--- src/rtl/fetch_unit.sv ---
// ----------------------------------------------------------------------------
// fetch_unit
//
// Instruction fetch stage with a single IF/ID pipeline register. It drives the
// fetch address to a combinational instruction memory and captures the
// returned instruction one cycle later. Stall holds the stage, redirect
// reloads the PC and squashes IF/ID, and a misaligned redirect target halts
// the stage until reset.
//
// Parameters
//   RESET_VECTOR     first fetch address after reset
//   NOP_INST         bubble instruction placed in IF/ID on squash/reset
//
// Ports
//   clk              clock, rising edge
//   rst_n            asynchronous active-low reset
//   stall            hold PC and IF/ID (hazard from decode)
//   redirect         taken branch/jump from a later stage
//   redirect_target  new fetch address, valid with redirect
//   inst_i           instruction read at pc_o (same cycle)
//   pc_o             registered fetch address
//   ifid_pc          PC of the instruction in IF/ID
//   ifid_pc4         ifid_pc + 4 (modulo 2^32)
//   ifid_inst        instruction in IF/ID
//   ifid_valid       IF/ID holds a real instruction
//   misalign_err     sticky: a redirect target was not word aligned
//   fetch_count      instructions accepted into IF/ID (wraps silently)
// ----------------------------------------------------------------------------
module fetch_unit #(
    parameter logic [31:0] RESET_VECTOR = 32'h0000_0000,
    parameter logic [31:0] NOP_INST     = 32'h0000_0013
) (
    input  logic        clk,
    input  logic        rst_n,
    input  logic        stall,
    input  logic        redirect,
    input  logic [31:0] redirect_target,
    input  logic [31:0] inst_i,
    output logic [31:0] pc_o,
    output logic [31:0] ifid_pc,
    output logic [31:0] ifid_pc4,
    output logic [31:0] ifid_inst,
    output logic        ifid_valid,
    output logic        misalign_err,
    output logic [31:0] fetch_count
);

    typedef enum logic [1:0] {
        StBoot = 2'd0,
        StRun  = 2'd1,
        StHalt = 2'd2
    } state_e;

    state_e      state_q, state_d;
    logic [31:0] pc_q, pc_d;
    logic [31:0] ifid_pc_q, ifid_pc_d;
    logic [31:0] ifid_pc4_q, ifid_pc4_d;
    logic [31:0] ifid_inst_q, ifid_inst_d;
    logic        ifid_valid_q, ifid_valid_d;
    logic        misalign_q, misalign_d;
    logic [31:0] count_q, count_d;

    logic [31:0] pc_plus4;
    logic        target_misaligned;

    // Plain 32-bit adds: overflow simply wraps, which is the intended behaviour.
    assign pc_plus4          = pc_q + 32'd4;
    assign target_misaligned = (redirect_target[1:0] != 2'b00);

    // ------------------------------------------------------------------------
    // Next-state logic
    // ------------------------------------------------------------------------
    always_comb begin
        state_d      = state_q;
        pc_d         = pc_q;
        ifid_pc_d    = ifid_pc_q;
        ifid_pc4_d   = ifid_pc4_q;
        ifid_inst_d  = ifid_inst_q;
        ifid_valid_d = ifid_valid_q;
        misalign_d   = misalign_q;
        count_d      = count_q;

        case (state_q)
            // One dead cycle after reset; nothing is captured.
            StBoot: begin
                state_d = StRun;
            end

            StRun: begin
                if (redirect) begin
                    // Redirect wins over stall.
                    ifid_inst_d  = NOP_INST;
                    ifid_valid_d = 1'b0;
                    if (target_misaligned) begin
                        // PC holds; the stage stops until reset.
                        misalign_d = 1'b1;
                        state_d    = StHalt;
                    end else begin
                        pc_d = redirect_target;
                    end
                end else if (!stall) begin
                    ifid_inst_d  = inst_i;
                    ifid_pc_d    = pc_q;
                    ifid_pc4_d   = pc_plus4;
                    ifid_valid_d = 1'b1;
                    pc_d         = pc_plus4;
                    count_d      = count_q + 32'd1;
                end
            end

            StHalt: begin
                ifid_valid_d = 1'b0;
            end

            default: begin
                // Unreachable encoding: recover through the boot cycle.
                state_d      = StBoot;
                ifid_valid_d = 1'b0;
            end
        endcase
    end

    // ------------------------------------------------------------------------
    // State registers
    // ------------------------------------------------------------------------
    always_ff @(posedge clk or negedge rst_n) begin
        if (!rst_n) begin
            state_q      <= StBoot;
            pc_q         <= RESET_VECTOR;
            ifid_pc_q    <= 32'h0000_0000;
            ifid_pc4_q   <= 32'h0000_0000;
            ifid_inst_q  <= NOP_INST;
            ifid_valid_q <= 1'b0;
            misalign_q   <= 1'b0;
            count_q      <= 32'h0000_0000;
        end else begin
            state_q      <= state_d;
            pc_q         <= pc_d;
            ifid_pc_q    <= ifid_pc_d;
            ifid_pc4_q   <= ifid_pc4_d;
            ifid_inst_q  <= ifid_inst_d;
            ifid_valid_q <= ifid_valid_d;
            misalign_q   <= misalign_d;
            count_q      <= count_d;
        end
    end

    assign pc_o         = pc_q;
    assign ifid_pc      = ifid_pc_q;
    assign ifid_pc4     = ifid_pc4_q;
    assign ifid_inst    = ifid_inst_q;
    assign ifid_valid   = ifid_valid_q;
    assign misalign_err = misalign_q;
    assign fetch_count  = count_q;

endmodule

--- config.mk ---
export PLATFORM = sky130hd
export DESIGN_NAME = fetch_unit
export DESIGN_NICKNAME = d
export VERILOG_FILES = /design/src/rtl/fetch_unit.sv
export SDC_FILE = /design/constraint.sdc
export NUM_CORES = 1
export LEC_CHECK = 0
export CORE_AREA = 2 2 88 175
export DETAILED_ROUTE_END_ITERATION = 6
export DIE_AREA = 0 0 90 177
export PLACE_DENSITY = 0.84
export RECOVER_POWER = 100
export SETUP_SLACK_MARGIN = 0.1
export SLEW_MARGIN = 20
export SYNTH_ARGS = -nofsm -noshare
export SYNTH_HDL_FRONTEND = slang
export SYNTH_SLANG_ARGS = --single-unit
--- constraint.sdc ---
create_clock -name clk -period 5.4 [get_ports clk]
set_input_delay 1.08 -clock clk [delete_from_list [all_inputs] [get_ports clk]]
set_output_delay 1.08 -clock clk [all_outputs]
set_load 0.02 [all_outputs]
==> results.cfg, run 1 <==
[cells_and_area]
final_common_cell = nand2_1
fillers = 1146
fin_util = 0.690
antenna_cells = 0
multi_input_area_mm2 = 0.00288
layout.cells.most_common_list = nand2_1 (170), dlygate4sd3_1 (163), dfrtp_1 (159)
nets = 990
final-seq-area_mm2 = 0.00406
syn_to_final_growth_pct = 41.1
drive_gt1_frac = 0.0514

[global_routing]
grt_max_degree = 71
grt_pass1_vias = 6335
track_usage = 0.253
grt_pass1_wl_mm = 32.5
antenna_found_initial = 0
gr-total-overflow = 0

[synth]
ys_ff_latch = 162
ys_seq_area_frac = 0.566
syn-num-nets = 789
ys_async_sr_fraction = 1.00
ys.flop_type = dfrtp_1
synth_edf_count = 0
yosys_warnings = 0
synth_cell_types = 47
synth_area_mm2 = 0.00717
synth_cells = 719
syn_area_per_cell_um2 = 9.97

[critical_path]
critPathBufInv = 1
cp-start-kind = input pin
crit_fanout = 70
critical_path.top_delay_family = simple AND/OR/NAND/NOR gates
critPathMostFrequentCell = and3_1
crit_arrival_ns = 4.51
endpoint_kind = flip-flop
worstSetupPathType = input pin to flip-flop
path_cells = dlygate4sd3_1 > or4b_1 > nor3_1 > and3_1 > and3_1 > xor2_1
slowest_stage = or4b_1
crit_required_ns = 5.75
cpPeakStageDelay_ns = 1.44

[power]
powerDensity_mw_per_mm2 = 543
ir_drop_v = 0.000338
power_leakage_nw = 4.67

[drt]
drtPass1Iterations = 5
detail_route.wl_per_cell_um = 17.6
drt_iter0_markers = 370
via_per_inst = 5.60
routed_wl_mm = 19.9
vias = 6317
remaining_drc_errors = 0
ant_nets = 0

[sta]
worst_pin_slew_ns = 2.96
fin_tns_setup_ns = 0
finalSetupViolCount = 0
fin_crit_sh = 0.770
max_freq_mhz = 240
min_period_ns = 4.16
skew_ns = 0.0124
hold_viol = 0
rsz0062_at_grt = false
slew_violations = 162
slew_headroom = -0.975

[placed_design]
io_buffers = 229
dp_hpwl_mm = 13.8
place.gp.congestion = 0.851

[flow_run]
maxCapViolCount = 3

[clock_tree]
post_cts_buffers = 0
cts_root_buffer = clkbuf_16
clock-sinks = 162
clk_latency_ns = 0.43
cts_resized = 0
cts_buffer_depth = 2
clk_pin_slew_worst_paths_ns = 0.07
cts_tree = done
htree_levels = 4
numCtsBuffers = 17
postCtsHoldBufs = 0

[floorplanning]
start_util = 0.489
dieArea_mm2 = 0.0159
ios = 230
die_y_um = 177
fp.coreArea_mm2 = 0.0147
rows = 63
chipWidth_um = 90

[outcome]
status = finished with violations
violations = max-capacitance violations, max-slew violations

[hold_path]
hp-class = flip-flop to flip-flop
-- registers in the layout, indices dropped and copies added (netlist names) --
name	count
ifid_valid	1
pc_o	32
state_q	2
misalign_err	1
ifid_inst	32
ifid_pc4	30
ifid_pc	32
fetch_count	32
-- worst register-to-register path, stage by stage, from the launching register on --
cell and delay [ns]:
dfrtp_1 0.43, or4b_1 1.73, nor3_1 0.44, and3_1 0.39, and3_1 0.20, xor2_1 0.13
-- power breakdown --
part           internal, W  switching, W  leakage, nW
Clock             0.000650      0.000533        0.283
Sequential         0.00166      0.000438         2.02
Combinational     0.000965       0.00124         2.37
-- stage by stage --
step / cells / hold slack, ns / instance area [um2] / setup slack, ns / power [W]
after floorplan: 719 / 0.456 / 7170 / 2.65 / 0.00327
after detailed placement: 1096 / 0.462 / 9550 / 1.72 / 0.00449
final: 1128 / 0.471 / 10100 / 1.24 / 0.00549
after CTS: 1128 / 0.480 / 10100 / 2.09 / 0.00569
after global routing: 1128 / 0.499 / 10100 / 0.913 / 0.00580
after global placement: 1096 / 0.458 / 9550 / 1.77 / 0.00443
-- layout make-up --
type	count	share of cell area
inverter	4	0.00149
clock buffer	17	0.0421
sequential	162	0.401
multi-input combinational	498	0.285
clock inverter	15	0.0147
timing repair buffer	237	0.231
tap	195	0.0241
-- cell families after synthesis --
kind of cell | count (synthesis) | share of synthesized area
simple gates | 295 | 0.192
buf+inv | 59 | 0.0339
compound gates | 141 | 0.131
fa+ha+maj | 2 | 0.00349
mux | 2 | 0.00279
xor+xnor | 58 | 0.0709
flops | 162 | 0.566
-- worst paths after layout --
kind | startpoint | end | slack (ns) | cells past startpoint
setup / recovery | redirect | fetch_count[17] | 1.24 | 6
hold / removal | ifid_pc[26] | ifid_pc[26] | 0.47 | 2
setup reg to reg | state_q[0] | fetch_count[17] | 1.97 | 5
hold reg to reg | ifid_pc[26] | ifid_pc[26] | 0.47 | 2
max in group asynchronous | rst_n | ifid_inst[30] | 1.86 | 2
min in group asynchronous | rst_n | ifid_pc[26] | 1.62 | 1
-- synthesized netlist by cell type, drive strengths merged (7+ instances only) --
cell	count	area, um2
nand2	170	638
dfrtp	159	3980
o21ai	44	220
clkbuf	43	161
nand3	42	210
xnor2	31	272
a22o	29	254
xor2	27	236
a21oi	26	130
and3	23	144
nand4	17	106
nor2	17	63.8
buf	12	66.3
o311ai	12	105
nor3	7	40.0
o22ai	7	43.8
-- layer usage --
| metal | track usage | up-vias | wire length, um |
|---|---|---|---|
| met5 | 0 | - | 0 |
| li1 | - | 2893 | - |
| met4 | 0.0782 | 0 | 270 |
| met3 | 0.0767 | 27 | 1800 |
| met2 | 0.410 | 316 | 9820 |
| met1 | 0.329 | 3081 | 7980 |
Power figures use the tool's default switching activity.
==> run 2, diff against run 1 <==
--- a/config.mk
+++ b/config.mk
@@ -5,10 +5,10 @@
 export SDC_FILE = /design/constraint.sdc
 export NUM_CORES = 1
 export LEC_CHECK = 0
-export CORE_AREA = 2 2 88 175
+export CORE_AREA = 2 2 91 180
 export DETAILED_ROUTE_END_ITERATION = 6
-export DIE_AREA = 0 0 90 177
-export PLACE_DENSITY = 0.84
+export DIE_AREA = 0 0 93 182
+export PLACE_DENSITY = 0.8
 export RECOVER_POWER = 100
 export SETUP_SLACK_MARGIN = 0.1
 export SLEW_MARGIN = 20
==> constraint.sdc (replaced) <==
create_clock -name clk -period 4.1 [get_ports clk]
set_input_delay 0.82 -clock clk [delete_from_list [all_inputs] [get_ports clk]]
set_output_delay 0.82 -clock clk [all_outputs]
set_load 0.02 [all_outputs]
==> run 2 against run 1 <==
  * The run still ends with max-capacitance violations, max-slew violations left
  * Worst setup slack worse by 0.44 ns
  * Sequential power increased by 31%
  * Register-to-register slack worse by 0.69 ns
  * Routed wire length decreased by 0.42%
  * Critical path depth unchanged
  * Sequential cell count unchanged
  * Clock power up 44%
  * Critical path type unchanged
  * Largest cell class unchanged
  * Highest routed layer unchanged
==> results.cfg, run 2 (synthesis results as in run 1) <==
[cells_and_area]
nets = 992
syn_to_final_growth_pct = 42.4
multi_input_area_mm2 = 0.00288
fillers = 1264
antenna_cells = 0
drive_gt1_frac = 0.0513
final_common_cell = nand2_1
layout.cells.most_common_list = nand2_1 (170), dlygate4sd3_1 (163), dfrtp_1 (159)
fin_util = 0.654
final-seq-area_mm2 = 0.00406

[drt]
detail_route.wl_per_cell_um = 17.4
ant_nets = 0
drt_iter0_markers = 412
drtPass1Iterations = 5
vias = 6266
routed_wl_mm = 19.8
remaining_drc_errors = 0
via_per_inst = 5.52

[floorplanning]
die_y_um = 182
start_util = 0.459
dieArea_mm2 = 0.0169
rows = 65
chipWidth_um = 93
fp.coreArea_mm2 = 0.0156
ios = 230

[sta]
fin_crit_sh = 0.805
layout_setup_ws_ns = 0.800
rsz0062_at_grt = false
slew_headroom = -0.715
finalSetupViolCount = 0
fin_tns_setup_ns = 0
worst_pin_slew_ns = 2.57
hold_viol = 0
max_freq_mhz = 303
skew_ns = 0.0103
min_period_ns = 3.30
slew_violations = 103

[critical_path]
crit_required_ns = 4.45
worstSetupPathType = input pin to flip-flop
endpoint_kind = flip-flop
path_cells = dlygate4sd3_1 > or4b_1 > nor3_1 > and3_1 > and3_1 > xor2_1
cpPeakStageDelay_ns = 0.98
crit_fanout = 31
ff2ff_setup_slack_ns = 1.28
cp-start-kind = input pin
slowest_stage = or4b_1
critPathMostFrequentCell = and3_1
crit_arrival_ns = 3.65

[clock_tree]
clk_latency_ns = 0.42
post_cts_buffers = 0
cts_root_buffer = clkbuf_16
postCtsHoldBufs = 0
cts_resized = 0
cts_tree = done
numCtsBuffers = 17
clk_pin_slew_worst_paths_ns = 0.06
htree_levels = 4
cts_buffer_depth = 2
clock-sinks = 162

[power]
ir_drop_v = 0.000453
powerDensity_mw_per_mm2 = 720
power_leakage_nw = 4.71

[global_routing]
gr-total-overflow = 0
track_usage = 0.240
grt_max_degree = 104
antenna_found_initial = 0
grt_pass1_vias = 6280
grt_pass1_wl_mm = 32.4

[placed_design]
pre_cts_slack_ns = 0.890
dp_hpwl_mm = 13.6
place.gp.congestion = 0.812
io_buffers = 229

[hold_path]
hp-class = flip-flop to flip-flop

[outcome]
violations = max-capacitance violations, max-slew violations
status = finished with violations

[flow_run]
maxCapViolCount = 1
run 2: cell count changes in the layout (fill, tap and decap cells not counted):
cell	before	now
clkinv_4	4	2
inv_6	5	0
clkinv_2	2	1
inv_8	2	0
and2_0	2	1
buf_4	6	7
clkbuf_1	2	5
buf_12	0	1
and2_2	0	1
clkbuf_8	0	3
clkbuf_2	1	2
bufinv_16	1	4
run 2: metrics by stage:
stage	hold WS [ns]	power [W]	cell area [um2]	cells
3_5_place_dp	0.464	0.00591	9590	1104
2_1_floorplan	0.456	0.00431	7170	719
6_report	0.469	0.00735	10200	1136
4_1_cts	0.479	0.00764	10200	1136
3_3_place_gp	0.460	0.00581	9590	1104
5_1_grt	0.493	0.00777	10200	1136
run 2: where the power goes:
group	total (W)	switching [W]	internal, W	leakage [nW]
Sequential	0.00275	0.000556	0.00219	2.02
Clock	0.00170	0.000626	0.00107	0.305
Combinational	0.00291	0.00163	0.00128	2.38
Total	0.00735	0.00282	0.00454	4.71
run 2: final cells by class:
class | count | share of cell area
clock buffers | 24 | 0.0472
clock inverters | 8 | 0.0147
inverters | 4 | 0.00147
multi-input cells | 498 | 0.282
flip-flops and latches | 162 | 0.398
well taps | 201 | 0.0246
repair buffers | 239 | 0.232
run 2: per-layer routing:
metal,vias up,global-route usage,routed length [um],part of all wire
met3,21,0.0710,1640,0.083
met1,3058,0.320,8310,0.42
met4,0,0.0729,306,0.015
met2,266,0.381,9540,0.48
li1,2921,-,-,-
met5,-,0,0,0
run 2: worst paths after layout:
kind                             startpoint               to  depth (start not counted)
worst max-delay path               redirect  fetch_count[17]                          6
worst min-delay path            ifid_pc[16]      ifid_pc[16]                          2
worst max register to register   state_q[1]  fetch_count[17]                          5
worst min register to register  ifid_pc[16]      ifid_pc[16]                          2
max in group asynchronous             rst_n    ifid_inst[18]                          1
min in group asynchronous             rst_n      ifid_pc[15]                          1
run 2: critical path: cells and delay by family:
family	cells	cell delay (ns)
simple gates	4	2.11
buf+inv	1	0.56
xor+xnor	1	0.13
==> run 3, diff against run 2 <==
==> constraint.sdc (replaced) <==
create_clock -name clk -period 3.3 [get_ports clk]
set_input_delay 0.66 -clock clk [delete_from_list [all_inputs] [get_ports clk]]
set_output_delay 0.66 -clock clk [all_outputs]
set_load 0.02 [all_outputs]
==> run 3 against run 2 <==
  * The flow still finishes with violations (max-capacitance violations, max-slew violations)
  * Count of clock-buffer cells in the layout fell by 3
  * Sequential share of layout area is essentially flat
  * Non-clock buffer count is 7 higher
  * Routed wire length down 3.2%
  * Clock skew decreased by 0.0017 ns
  * Die area did not move
  * Largest cell class unchanged
  * Highest routed layer unchanged
==> results.cfg, run 3 (synthesis results as in run 1) <==
[outcome]
status = finished with violations
violations = max-capacitance violations, max-slew violations

[floorplanning]
start_util = 0.459
ios = 230
dieArea_mm2 = 0.0169
fp.coreArea_mm2 = 0.0156
chipWidth_um = 93
rows = 65
die_y_um = 182

[critical_path]
crit_required_ns = 3.56
slowest_stage = or4b_1
crit_arrival_ns = 3.10
crit_fanout = 45
critPathBufInv = 3
worstSetupPathType = input pin to flip-flop
critical_path.top_delay_family = buffers and inverters
path_cells = dlygate4sd3_1 > or4b_1 > buf_4 > clkbuf_2 > nand2_1 > o21ai_0
endpoint_kind = flip-flop
cpPeakStageDelay_ns = 0.66
cp-start-kind = input pin

[cells_and_area]
final_cells = 1143
fillers = 1276
final-seq-area_mm2 = 0.00406
multi_input_area_mm2 = 0.00286
nets = 999
syn_to_final_growth_pct = 42.5
layout.cells.most_common_list = nand2_1 (170), dlygate4sd3_1 (164), dfrtp_1 (159)
fin_util = 0.654
final_common_cell = nand2_1
drive_gt1_frac = 0.0573
antenna_cells = 0

[global_routing]
grt_use_met1 = 0.324
antenna_found_initial = 0
grtUsageMet2 = 0.352
grt_pass1_vias = 6165
use_met3 = 0.0726
busiest_layer = met2
gr-total-overflow = 0
grt_max_degree = 96
grt_pass1_wl_mm = 31.4
track_usage = 0.232

[placed_design]
placed_cells = 1111
io_buffers = 229
dp_hpwl_mm = 13.4
place.gp.congestion = 0.817

[clock_tree]
numCtsBuffers = 17
cts_resized = 0
cts_tree = done
postCtsHoldBufs = 0
clk_latency_ns = 0.41
post_cts_buffers = 0
cts_root_buffer = clkbuf_16
cts_buffer_depth = 2
clock-sinks = 162
clk_pin_slew_worst_paths_ns = 0.06
htree_levels = 4

[hold_path]
hp-class = flip-flop to flip-flop

[power]
ir_drop_v = 0.000515
power_leakage_nw = 4.70
powerDensity_mw_per_mm2 = 880

[sta]
hold_viol = 0
rsz0062_at_grt = false
skew_ns = 0.00854
fin_crit_sh = 0.859
worst_pin_slew_ns = 2.40
fin_tns_setup_ns = 0
slew_violations = 95
min_period_ns = 2.84
max_freq_mhz = 353
slew_headroom = -0.603
finalSetupViolCount = 0

[drt]
vias = 6156
via_per_inst = 5.39
routed_wl_mm = 19.2
drt_iter0_markers = 434
drtPass1Iterations = 5
ant_nets = 0
remaining_drc_errors = 0
detail_route.wl_per_cell_um = 16.8

[flow_run]
maxCapViolCount = 1
run 3: cell types whose count changed in the layout (fill, tap and decap cells not counted):
| cell | before | now |
|---|---|---|
| clkinvlp_4 | 1 | 5 |
| buf_4 | 7 | 10 |
| bufinv_16 | 4 | 2 |
| and2_1 | 0 | 1 |
| and2_2 | 1 | 0 |
| buf_12 | 1 | 2 |
| clkbuf_1 | 5 | 4 |
| clkbuf_2 | 2 | 3 |
| clkdlybuf4s50_1 | 65 | 64 |
| dlygate4sd3_1 | 163 | 164 |
| inv_6 | 0 | 1 |
| nor4_1 | 3 | 4 |
| nor4_4 | 2 | 1 |
run 3: per-layer routing:
layer  vias to the layer above  part of all wire
li1                       2917                 -
met1                      2956              0.43
met2                       266              0.47
met3                        17             0.085
met4                         0             0.013
met5                         -                 0
run 3: path summary, 6_finish.rpt:
path                       slack, ns       endpoint   startpoint  depth (start not counted)
max                             0.46    ifid_pc4[4]        stall                          6
min                             0.47    ifid_pc[14]  ifid_pc[14]                          2
max reg2reg                     0.80    ifid_pc4[4]   state_q[1]                          5
min reg2reg                     0.47    ifid_pc[14]  ifid_pc[14]                          2
max in group asynchronous       0.91  ifid_inst[22]        rst_n                          1
min in group asynchronous       0.95       pc_o[11]        rst_n                          1
run 3: power by group:
part	switching, W	leakage [nW]	internal (W)
Combinational	0.00201	2.40	0.00159
Sequential	0.000695	2.02	0.00272
Clock	0.000789	0.278	0.00118
Total	0.00349	4.70	0.00549
run 3: worst register-to-register path: stages (launching register included):
cell and delay [ns]:
dfrtp_1 0.44, or4b_1 0.72, buf_4 0.35, clkbuf_2 0.52, nand2_1 0.22, o21ai_0 0.10
run 3: per-stage QoR:
step | hold WS, ns | power [W] | cell area [um2] | setup slack [ns]
2_1_floorplan | 0.364 | 0.00535 | 7170 | 0.971
3_3_place_gp | 0.458 | 0.00725 | 9650 | 0.524
3_5_place_dp | 0.462 | 0.00735 | 9650 | 0.433
4_1_cts | 0.376 | 0.00936 | 10300 | 0.880
5_1_grt | 0.501 | 0.00954 | 10200 | 0.342
6_report | 0.470 | 0.00899 | 10200 | 0.464
run 3: area by class of cell:
| class | count | share of cell area |
|---|---|---|
| flip-flops and latches | 162 | 0.397 |
| clock inverters | 11 | 0.0126 |
| multi-input cells | 498 | 0.280 |
| clock buffers | 21 | 0.0461 |
| well taps | 201 | 0.0246 |
| repair buffers | 246 | 0.237 |
| inverters | 4 | 0.00147 |
